<file path="src/rtl/uart_frame_scheduler_if.sv">
// Bundle between uart_frame_scheduler and its environment: the channel request
// and ack lines, the byte-wide UART transmitter handshake, and the frame status.
// The scheduler connects to the master modport. The environment (the requesting
// channels plus the UART) connects to the slave modport.
interface uart_frame_scheduler_if #(
    parameter int unsigned NUM_CH  = 4,
    parameter int unsigned COUNT_W = 16
);
    logic [NUM_CH-1:0]         req;
    logic [NUM_CH*COUNT_W-1:0] count_flat;
    logic [NUM_CH-1:0]         ack;
    logic                      uart_start;
    logic [7:0]                uart_data;
    logic                      uart_busy;
    logic                      frame_busy;
    logic                      frame_done;

    modport master (
        input  req, count_flat, uart_busy,
        output ack, uart_start, uart_data, frame_busy, frame_done
    );

    modport slave (
        output req, count_flat, uart_busy,
        input  ack, uart_start, uart_data, frame_busy, frame_done
    );
endinterface

</file>
<file path="src/rtl/uart_frame_scheduler.sv">
// uart_frame_scheduler: a round-robin arbiter in front of one byte-wide UART
// transmitter. On each grant it captures the winning channel's count and sends
// the frame HEADER, channel id, and count bytes (MSB first).
// Define CHECKSUM_EN to append an XOR checksum byte to every frame.
module uart_frame_scheduler #(
    parameter int unsigned NUM_CH  = 4,
    parameter int unsigned COUNT_W = 16,
    parameter logic [7:0]  HEADER  = 8'hA5
) (
    input logic                    clk,
    input logic                    rst_n,
    uart_frame_scheduler_if.master bus
);

`ifdef CHECKSUM_EN
    localparam int unsigned CHK_BYTES = 1;
`else
    localparam int unsigned CHK_BYTES = 0;
`endif
    localparam int unsigned NB       = 2 + COUNT_W / 8 + CHK_BYTES;
    localparam logic [2:0]  IDX_LAST = 3'(NB - 1);
    localparam logic [2:0]  CH_LAST  = 3'(NUM_CH - 1);

    typedef enum logic [2:0] {StIdle, StGrant, StLoad, StWait, StDone} state_e;

    state_e             state_q, state_d;
    logic [2:0]         rr_q, rr_d;
    logic [2:0]         idx_q, idx_d;
    logic [2:0]         id_q, id_d;
    // Count bytes are taken from the top and shifted out as the frame advances.
    logic [COUNT_W-1:0] shadow_q, shadow_d;
`ifdef CHECKSUM_EN
    logic [7:0]         chk_q, chk_d;
`endif

    logic [7:0] req_ext;
    logic [3:0] cand;
    logic       gnt_found;
    logic [2:0] gnt_idx;
    logic [7:0] cur_byte;

    assign req_ext = 8'(bus.req);

    // Round-robin search: first set request at or above rr_q, wrapping at NUM_CH.
    always_comb begin
        gnt_found = 1'b0;
        gnt_idx   = 3'd0;
        cand      = 4'd0;
        for (int unsigned i = 0; i < NUM_CH; i++) begin
            cand = 4'(rr_q) + 4'(i);
            if (cand >= 4'(NUM_CH)) begin
                cand = cand - 4'(NUM_CH);
            end
            if (!gnt_found && req_ext[cand[2:0]]) begin
                gnt_found = 1'b1;
                gnt_idx   = cand[2:0];
            end
        end
    end

    // Byte presented to the UART for the current frame index.
    always_comb begin
        cur_byte = shadow_q[COUNT_W-1 -: 8];
        if (idx_q == 3'd0) begin
            cur_byte = HEADER;
        end else if (idx_q == 3'd1) begin
            cur_byte = {5'b00000, id_q};
`ifdef CHECKSUM_EN
        end else if (idx_q == IDX_LAST) begin
            cur_byte = chk_q;
`endif
        end
    end

    // Frame sequencer: next state, datapath updates, and all outputs.
    always_comb begin
        state_d        = state_q;
        rr_d           = rr_q;
        idx_d          = idx_q;
        id_d           = id_q;
        shadow_d       = shadow_q;
`ifdef CHECKSUM_EN
        chk_d          = chk_q;
`endif
        bus.ack        = '0;
        bus.uart_start = 1'b0;
        bus.uart_data  = 8'h00;
        bus.frame_busy = 1'b0;
        bus.frame_done = 1'b0;
        unique case (state_q)
            StIdle: begin
                // A busy UART is still finishing an earlier byte; hold off the grant.
                if (|bus.req && !bus.uart_busy) begin
                    state_d = StGrant;
                end
            end
            StGrant: begin
                if (gnt_found) begin
                    bus.frame_busy = 1'b1;
                    id_d           = gnt_idx;
                    rr_d           = (gnt_idx == CH_LAST) ? 3'd0 : gnt_idx + 3'd1;
                    idx_d          = 3'd0;
`ifdef CHECKSUM_EN
                    chk_d          = 8'h00;
`endif
                    for (int unsigned k = 0; k < NUM_CH; k++) begin
                        if (gnt_idx == 3'(k)) begin
                            shadow_d   = bus.count_flat[k*COUNT_W +: COUNT_W];
                            bus.ack[k] = 1'b1;
                        end
                    end
                    state_d = StLoad;
                end else begin
                    state_d = StIdle;
                end
            end
            StLoad: begin
                bus.frame_busy = 1'b1;
                bus.uart_start = 1'b1;
                bus.uart_data  = cur_byte;
                // Busy seen high means the UART has taken this byte.
                if (bus.uart_busy) begin
`ifdef CHECKSUM_EN
                    chk_d = chk_q ^ cur_byte;
`endif
                    state_d = StWait;
                end
            end
            StWait: begin
                bus.frame_busy = 1'b1;
                bus.uart_data  = cur_byte;
                if (!bus.uart_busy) begin
                    if (idx_q == IDX_LAST) begin
                        state_d = StDone;
                    end else begin
                        if (idx_q >= 3'd2) begin
                            shadow_d = shadow_q << 8;
                        end
                        idx_d   = idx_q + 3'd1;
                        state_d = StLoad;
                    end
                end
            end
            StDone: begin
                bus.frame_done = 1'b1;
                state_d        = StIdle;
            end
            default: state_d = StIdle;
        endcase
    end

    // State and datapath registers; reset drops any partial frame.
    always_ff @(posedge clk or negedge rst_n) begin
        if (!rst_n) begin
            state_q  <= StIdle;
            rr_q     <= 3'd0;
            idx_q    <= 3'd0;
            id_q     <= 3'd0;
            shadow_q <= '0;
`ifdef CHECKSUM_EN
            chk_q    <= 8'h00;
`endif
        end else begin
            state_q  <= state_d;
            rr_q     <= rr_d;
            idx_q    <= idx_d;
            id_q     <= id_d;
            shadow_q <= shadow_d;
`ifdef CHECKSUM_EN
            chk_q    <= chk_d;
`endif
        end
    end

endmodule
</file>
<file path="src/flat_wrapper.sv">
// flat-port wrapper written by rule: the top's interface ports become plain ports
module uart_frame_scheduler_flat 
#(
    parameter int unsigned NUM_CH  = 4,
    parameter int unsigned COUNT_W = 16,
    parameter logic [7:0]  HEADER  = 8'hA5
)
  (clk, rst_n, bus_req, bus_count_flat, bus_uart_busy, bus_ack, bus_uart_start, bus_uart_data, bus_frame_busy, bus_frame_done);
  uart_frame_scheduler_if #(.NUM_CH(NUM_CH), .COUNT_W(COUNT_W)) bus_i ();
  input logic clk;
  input logic rst_n;
  input wire logic [$bits(bus_i.req)-1:0] bus_req;
  input wire logic [$bits(bus_i.count_flat)-1:0] bus_count_flat;
  input wire logic [$bits(bus_i.uart_busy)-1:0] bus_uart_busy;
  output wire logic [$bits(bus_i.ack)-1:0] bus_ack;
  output wire logic [$bits(bus_i.uart_start)-1:0] bus_uart_start;
  output wire logic [$bits(bus_i.uart_data)-1:0] bus_uart_data;
  output wire logic [$bits(bus_i.frame_busy)-1:0] bus_frame_busy;
  output wire logic [$bits(bus_i.frame_done)-1:0] bus_frame_done;
  assign bus_i.req = bus_req;
  assign bus_i.count_flat = bus_count_flat;
  assign bus_i.uart_busy = bus_uart_busy;
  assign bus_ack = bus_i.ack;
  assign bus_uart_start = bus_i.uart_start;
  assign bus_uart_data = bus_i.uart_data;
  assign bus_frame_busy = bus_i.frame_busy;
  assign bus_frame_done = bus_i.frame_done;
  uart_frame_scheduler #(.NUM_CH(NUM_CH), .COUNT_W(COUNT_W), .HEADER(HEADER)) u_core (.clk(clk), .rst_n(rst_n), .bus(bus_i));
endmodule
</file>
<file path="config.mk">
export PLATFORM = sky130hd
export DESIGN_NAME = uart_frame_scheduler_flat
export DESIGN_NICKNAME = d
export VERILOG_FILES = /design/src/rtl/uart_frame_scheduler_if.sv /design/src/rtl/uart_frame_scheduler.sv /design/src/flat_wrapper.sv
export SDC_FILE = /design/constraint.sdc
export NUM_CORES = 1
export LEC_CHECK = 0
export ABC_AREA = 1
export CAP_MARGIN = 25
export CORE_MARGIN = 4
export CORE_UTILIZATION = 44
export DETAILED_ROUTE_END_ITERATION = 8
export MAX_ROUTING_LAYER = met4
export PLACE_DENSITY = 0.79
export SETUP_SLACK_MARGIN = 0.3
export SKIP_LAST_GASP = 1
export SLEW_MARGIN = 20
export SYNTH_ARGS = -nofsm -noshare
export SYNTH_HDL_FRONTEND = slang
export SYNTH_SLANG_ARGS = --single-unit
</file>
<file path="constraint.sdc">
create_clock -name clk -period 3.6 [get_ports clk]
set_input_delay 0.72 -clock clk [delete_from_list [all_inputs] [get_ports clk]]
set_output_delay 0.72 -clock clk [all_outputs]
set_load 0.02 [all_outputs]
</file>
**Yosys cells after proc, flatten, opt, wreduce, memory -nomap -nowiden**

Cells that the tools add are included.

- Register bits after elaboration: 28
- Input bits: 71
- Output and inout port bits: 15
- Word-level logic and storage cells: 110

- Add/sub/neg operators: 9
- Order comparisons: 9
- Equality and inequality tests: 16
- Muxes and demuxes: 53
- Reduce and logical (&&, ||, !) cells: 18

Operator list:

| cell | count |
|---|---|
| $mux 16 | 8 |
| $mux 3 | 16 |
| $pmux 16 s2 | 1 |
| $mux 8 | 3 |
| $lt 3x4->1 const B | 4 |
| $eq 3x2->1 const B | 5 |
| $mux 1 | 15 |
| $bmux 1 s3 | 4 |
| $ge 4x3->1 const B | 3 |
| $pmux 3 s4 | 1 |
| $sub 3x3->3 const B | 4 |
| $eq 3x1->1 const B | 3 |
| $logic_not 3->1 | 3 |
| $add 3x2->4 const B | 2 |
| $mux 4 | 2 |
| $add 3x1->3 const B | 2 |
| $ne 2x1->1 const B | 3 |
| $ne 2x2->1 const B | 3 |
| $pmux 3 s2 | 1 |
| $reduce_and 6->1 | 1 |
| $ne 5x1->1 const B | 1 |
| $add 3x1->4 const B | 1 |
| $logic_and 1x1->1 | 4 |
| $logic_not 1->1 | 4 |
| 11 further kinds | 11 |

**Longest topological paths before layout**

- Word-level depth: 21
- Gate-level depth with buffers: 22
- Mapped depth without buffers: 19

**Worst setup path before layout**

OpenSTA, ideal clock, no wires.

- Path type: flip-flop to output port
- Start point: register u_core.rr_q[0]
- End point: output port bus_ack[3]
- Arrival: 2.662 ns
- Data required time: 2.880 ns
- Path slack: 0.218 ns
- Stages on the path, launching flop included: 18
- Path buffers: 3
- Path through: dfrtp_1 buf_6 inv_8 ha_1 inv_1 nand3_1 nand2_1 nor2_2 inv_2 nor2_1 nand2_1 nand2_1 inv_1 ha_1 inv_1 clkbuf_1 clkbuf_1 nor2_1

- Longest elaborated chain between the ends: 18

RTL lines:

| what | line | source |
|---|---|---|
| start, declared | uart_frame_scheduler.sv:27 | `logic [2:0] rr_q, rr_d;` |
| start signal, assigned | uart_frame_scheduler.sv:165 | `rr_q <= rr_d;` |
| branches (longest 13 deep; another with $add 3x1->4) | n/a |  |
| $mux 3 * | uart_frame_scheduler.sv:54 | `if (!gnt_found && req_ext[cand[2:0]]) begin` |
| net u_core.gnt_idx[1] | uart_frame_scheduler.sv:39 | `logic [2:0] gnt_idx;` |
| $eq 3x2->1 * | uart_frame_scheduler.sv:107 | `if (gnt_idx == 3'(k)) begin` |
| $mux 1 * | uart_frame_scheduler.sv:107 |  |
| $mux 4 * | uart_frame_scheduler.sv:98 | `if (gnt_found) begin` |
| $mux 4 * | uart_frame_scheduler.sv:90 | `unique case (state_q)` |
| end, declared | flat_wrapper.sv:15 | `output wire logic [$bits(bus_i.ack)-1:0] bus_ack;` |

Mark *: on every way through the listed nets, which the timed path passes. The select of a mux whose other input is x is not followed.

**Final worst setup path**

- Start point: register u_core.rr_q[1]
- End point: output port bus_ack[2]

The elaborated chain is that of the path after synthesis.

==> reports/metrics.yaml <==
drt:
  drt_iter0_markers: 108
  drt_first_pass_iters: 5
  routed_wl_mm: 7.52
  vias: 2759
  avgRoutedWirePerCell_um: 14.0
  ant_nets: 0
  via_per_inst: 5.13
  remaining_drc_errors: 0
global_routing:
  use_met3_pct: 2.72
  grt.busiest_layer: "met2"
  grt.met2_usage_pct: 40.3
  gr-usage-met1_pct: 23.4
  grt_usage_pct: 21.1
  grt_pass1_wl_mm: 12.3
  grt_pass1_vias: 2751
  grt_max_degree: 34
  antenna_found_initial: 0
  grt-ovfl-total: 0
critical_path:
  critical_path_arrival_ps: 2400
  startpoint: "u_core.rr_q[1]"
  crit_chain: "inv_2 -> ha_2 -> inv_2 -> nand3_2 -> nand3_4 -> nand3_1 -> nor2_2 -> nand2_1 -> nand2_2 -> inv_1 -> ha_1 -> inv_1 -> nor2_1 -> buf_2"
  max_stage_delay_ps: 400
  cp_max_fo: 6
  cp.depth: 14
  setup.worst_path.start_class: "register"
  crit_family: "simple AND/OR/NAND/NOR gates"
  crit_required_ps: 2880
  crit_buf_inv: 5
  crit_slowest_cell: "dfrtp_1"
  cp-endpoint: "bus_ack[2]"
  reg2reg_slack_ps: 720
  rr_endpoint: "u_core.shadow_q[12]"
  r2r_start: "u_core.rr_q[1]"
  setup.worst_path.end_class: "output pin"
  reg2reg_depth: 19
  path_class: "reg -> out"
timing:
  fin_setup_tns_ps: 0
  report.final.slew_viol_count: 0
  worstMarginPinSlew_ps: 515
  fin_crit_ps: 3120
  fin_ws_ps: 483
  hold_ws_ps: 488
  slew_headroom_pct: 65.7
  fmax_mhz: 321
  setup_viol: 0
  skew_ps: 4.25
  finalHoldViolCount: 0
  grt_setup_unrepaired: "false"
  finalCritPeriodShare_pct: 86.6
power_and_ir_drop:
  p_comb_share_pct: 79.5
  pwr-share-seq_pct: 14.0
  ir_drop_mv: 0.631
  p_sw_mw: 2.12
  leakage_nw: 1.80
  p_int_mw: 1.80
  clkPwrFrac_pct: 6.5
  p_per_area_nw_per_um2: 1080
  power_mw: 3.92
  switching_share_pct: 54.1
finish:
  stdcell_count: 538
  drive_gt1_share_pct: 17.8
  post-route-util_pct: 64.4
  syn2layout_area_growth_pct: 38.8
  nNetsFinal: 548
  num_antenna_cells: 0
  stdcell_area_sq_um: 3630
cts:
  clock-root-buffer: "clkbuf_8"
  insertion_delay_ps: 280
  cts_tree: "done"
  cts_sinks: 28
  cts_buffer_depth: 2
  cts_made_buffers: 3
  clk_pin_slew_ps: 100
  htreeDepth: 1
synthesis:
  syn-cell-area_sq_um: 2620
  synth_top_area_share_pct: 26.8
  yosys_register_bits: 28
  synth_common_cells: "104 x nand2_1, 37 x o21ai_0, 28 x dfrtp_1, 28 x inv_1, 28 x nand3_1"
  yosysUniqueCellTypes: 34
  ys.flop_type: "dfrtp_1"
  ys_async_sr_fraction_pct: 100
  synth_area_leaders: "dfrtp_1 27%, nand2_1 15%, o21ai_0 7.1%"
  synth_fp_nets: 460
  synth_area_per_cell_sq_um: 6.90
  synth_cells: 379
  synth-seq-area-share_pct: 26.8
  synth_top_cell_by_area: "dfrtp_1"
  synth-edff-count: 0
  synth.most_common_cell: "nand2_1"
  yosys_warnings: 0
placed_design:
  hpwlAfterDp_mm: 5.93
  dp_slack_ps: -134
  dpl.cell_count: 533
  placed_cell_area_sq_um: 3560
  numPortBuffers: 85
  gp_congestion: 0.859
hold_path:
  hp-class: "reg -> reg"
floorplan:
  core_area_sq_um: 5640
  initial_core_util_pct: 46.4
  die_y_um: 85.1
  die_w_um: 85.1
  pin_count: 86
  fp-row-count: 27
  die_area_sq_um: 7240
outcome:
  outcome: "finished, final reports clean"
job:
  maxCapViolCount: 0
==> metal layers <==
layer	share of wire, %	routed length [um]
met3	3.0	222
met1	40	2980
met4	1.4	106
met2	56	4220
met5	0	0
==> worst min path at each step <==
stage                             from                  to  cells past startpoint
floorplan                        rst_n      u_core.id_q[0]                      0
CTS                 u_core.shadow_q[8]  u_core.shadow_q[8]                      2
global placement    u_core.shadow_q[7]  u_core.shadow_q[7]                      2
global route        u_core.shadow_q[8]  u_core.shadow_q[8]                      2
finish              u_core.shadow_q[8]  u_core.shadow_q[8]                      2
detailed placement  u_core.shadow_q[8]  u_core.shadow_q[8]                      2
==> cells in the final DEF, fill, tap and decap left out, types with 2 or more instances in the layout <==
cell type,netlist,routed
dlymetal6s2s_1,0,4
nand3_2,4,4
buf_4,2,16
dfrtp_1,28,27
nand4_1,21,21
a21o_1,8,8
o21ai_1,1,2
a31oi_1,2,2
a21oi_1,12,12
nand2_1,104,103
clkdlybuf4s50_1,0,76
nand3_4,5,5
nand2_2,24,25
nand3_1,28,28
nor3_1,2,2
ha_1,10,9
o21ai_0,37,36
clkbuf_8,0,3
inv_1,28,25
inv_2,5,8
nor2_1,26,25
nand2_4,6,6
nor2_2,1,2
buf_2,6,4
==> kinds of logic after synthesis <==
group / count (synthesis) / share of synthesized area, %
adders and majority gates: 10 / 4.78
and+or+nand+nor: 224 / 44.7
AOI/OAI and AO/OA: 63 / 13.7
buffers and inverters: 54 / 9.99
DFF: 28 / 26.8
==> worst min-delay path: cells and delay by family (launching register included) <==
| kind | cells | cell delay, ps |
|---|---|---|
| and+or+nand+nor | 2 | 110 |
| DFF | 1 | 350 |
==> layout make-up <==
class	count	area (sq um)
clock inverters	1	30.0
well taps	72	90.1
multi-input cells	297	1660
clock buffers	3	41.3
fillers	529	2010
repair buffers	101	960
inverters	36	148
flip-flops and latches	28	702
==> what timing repair did <==
item / 4_1_cts / 5_1_grt
setup buffers: 0 / 1
pin swaps: 0 / 1
endpoints found under the setup margin: 5 / 12
gates resized for setup: 15 / 14
hold buffers: 0 / 0
==> sequential cells by signal, summed over array words and instances, names as in the netlist <==
signal,flops
u_core.shadow_q,16
u_core.rr_q,3
u_core.id_q,3
u_core.idx_q,3
u_core.state_q,3
==> power groups by stage <==
stage | sequential, mW | clock, mW | combinational [mW]
after floorplan | 0.535 | 0 | 2.31
after global placement | 0.551 | 0 | 3.04
after detailed placement | 0.554 | 0 | 3.12
after CTS | 0.550 | 0.257 | 3.12
after global routing | 0.565 | 0.275 | 3.52
final | 0.551 | 0.254 | 3.12
(Power assumes the default switching activity.)
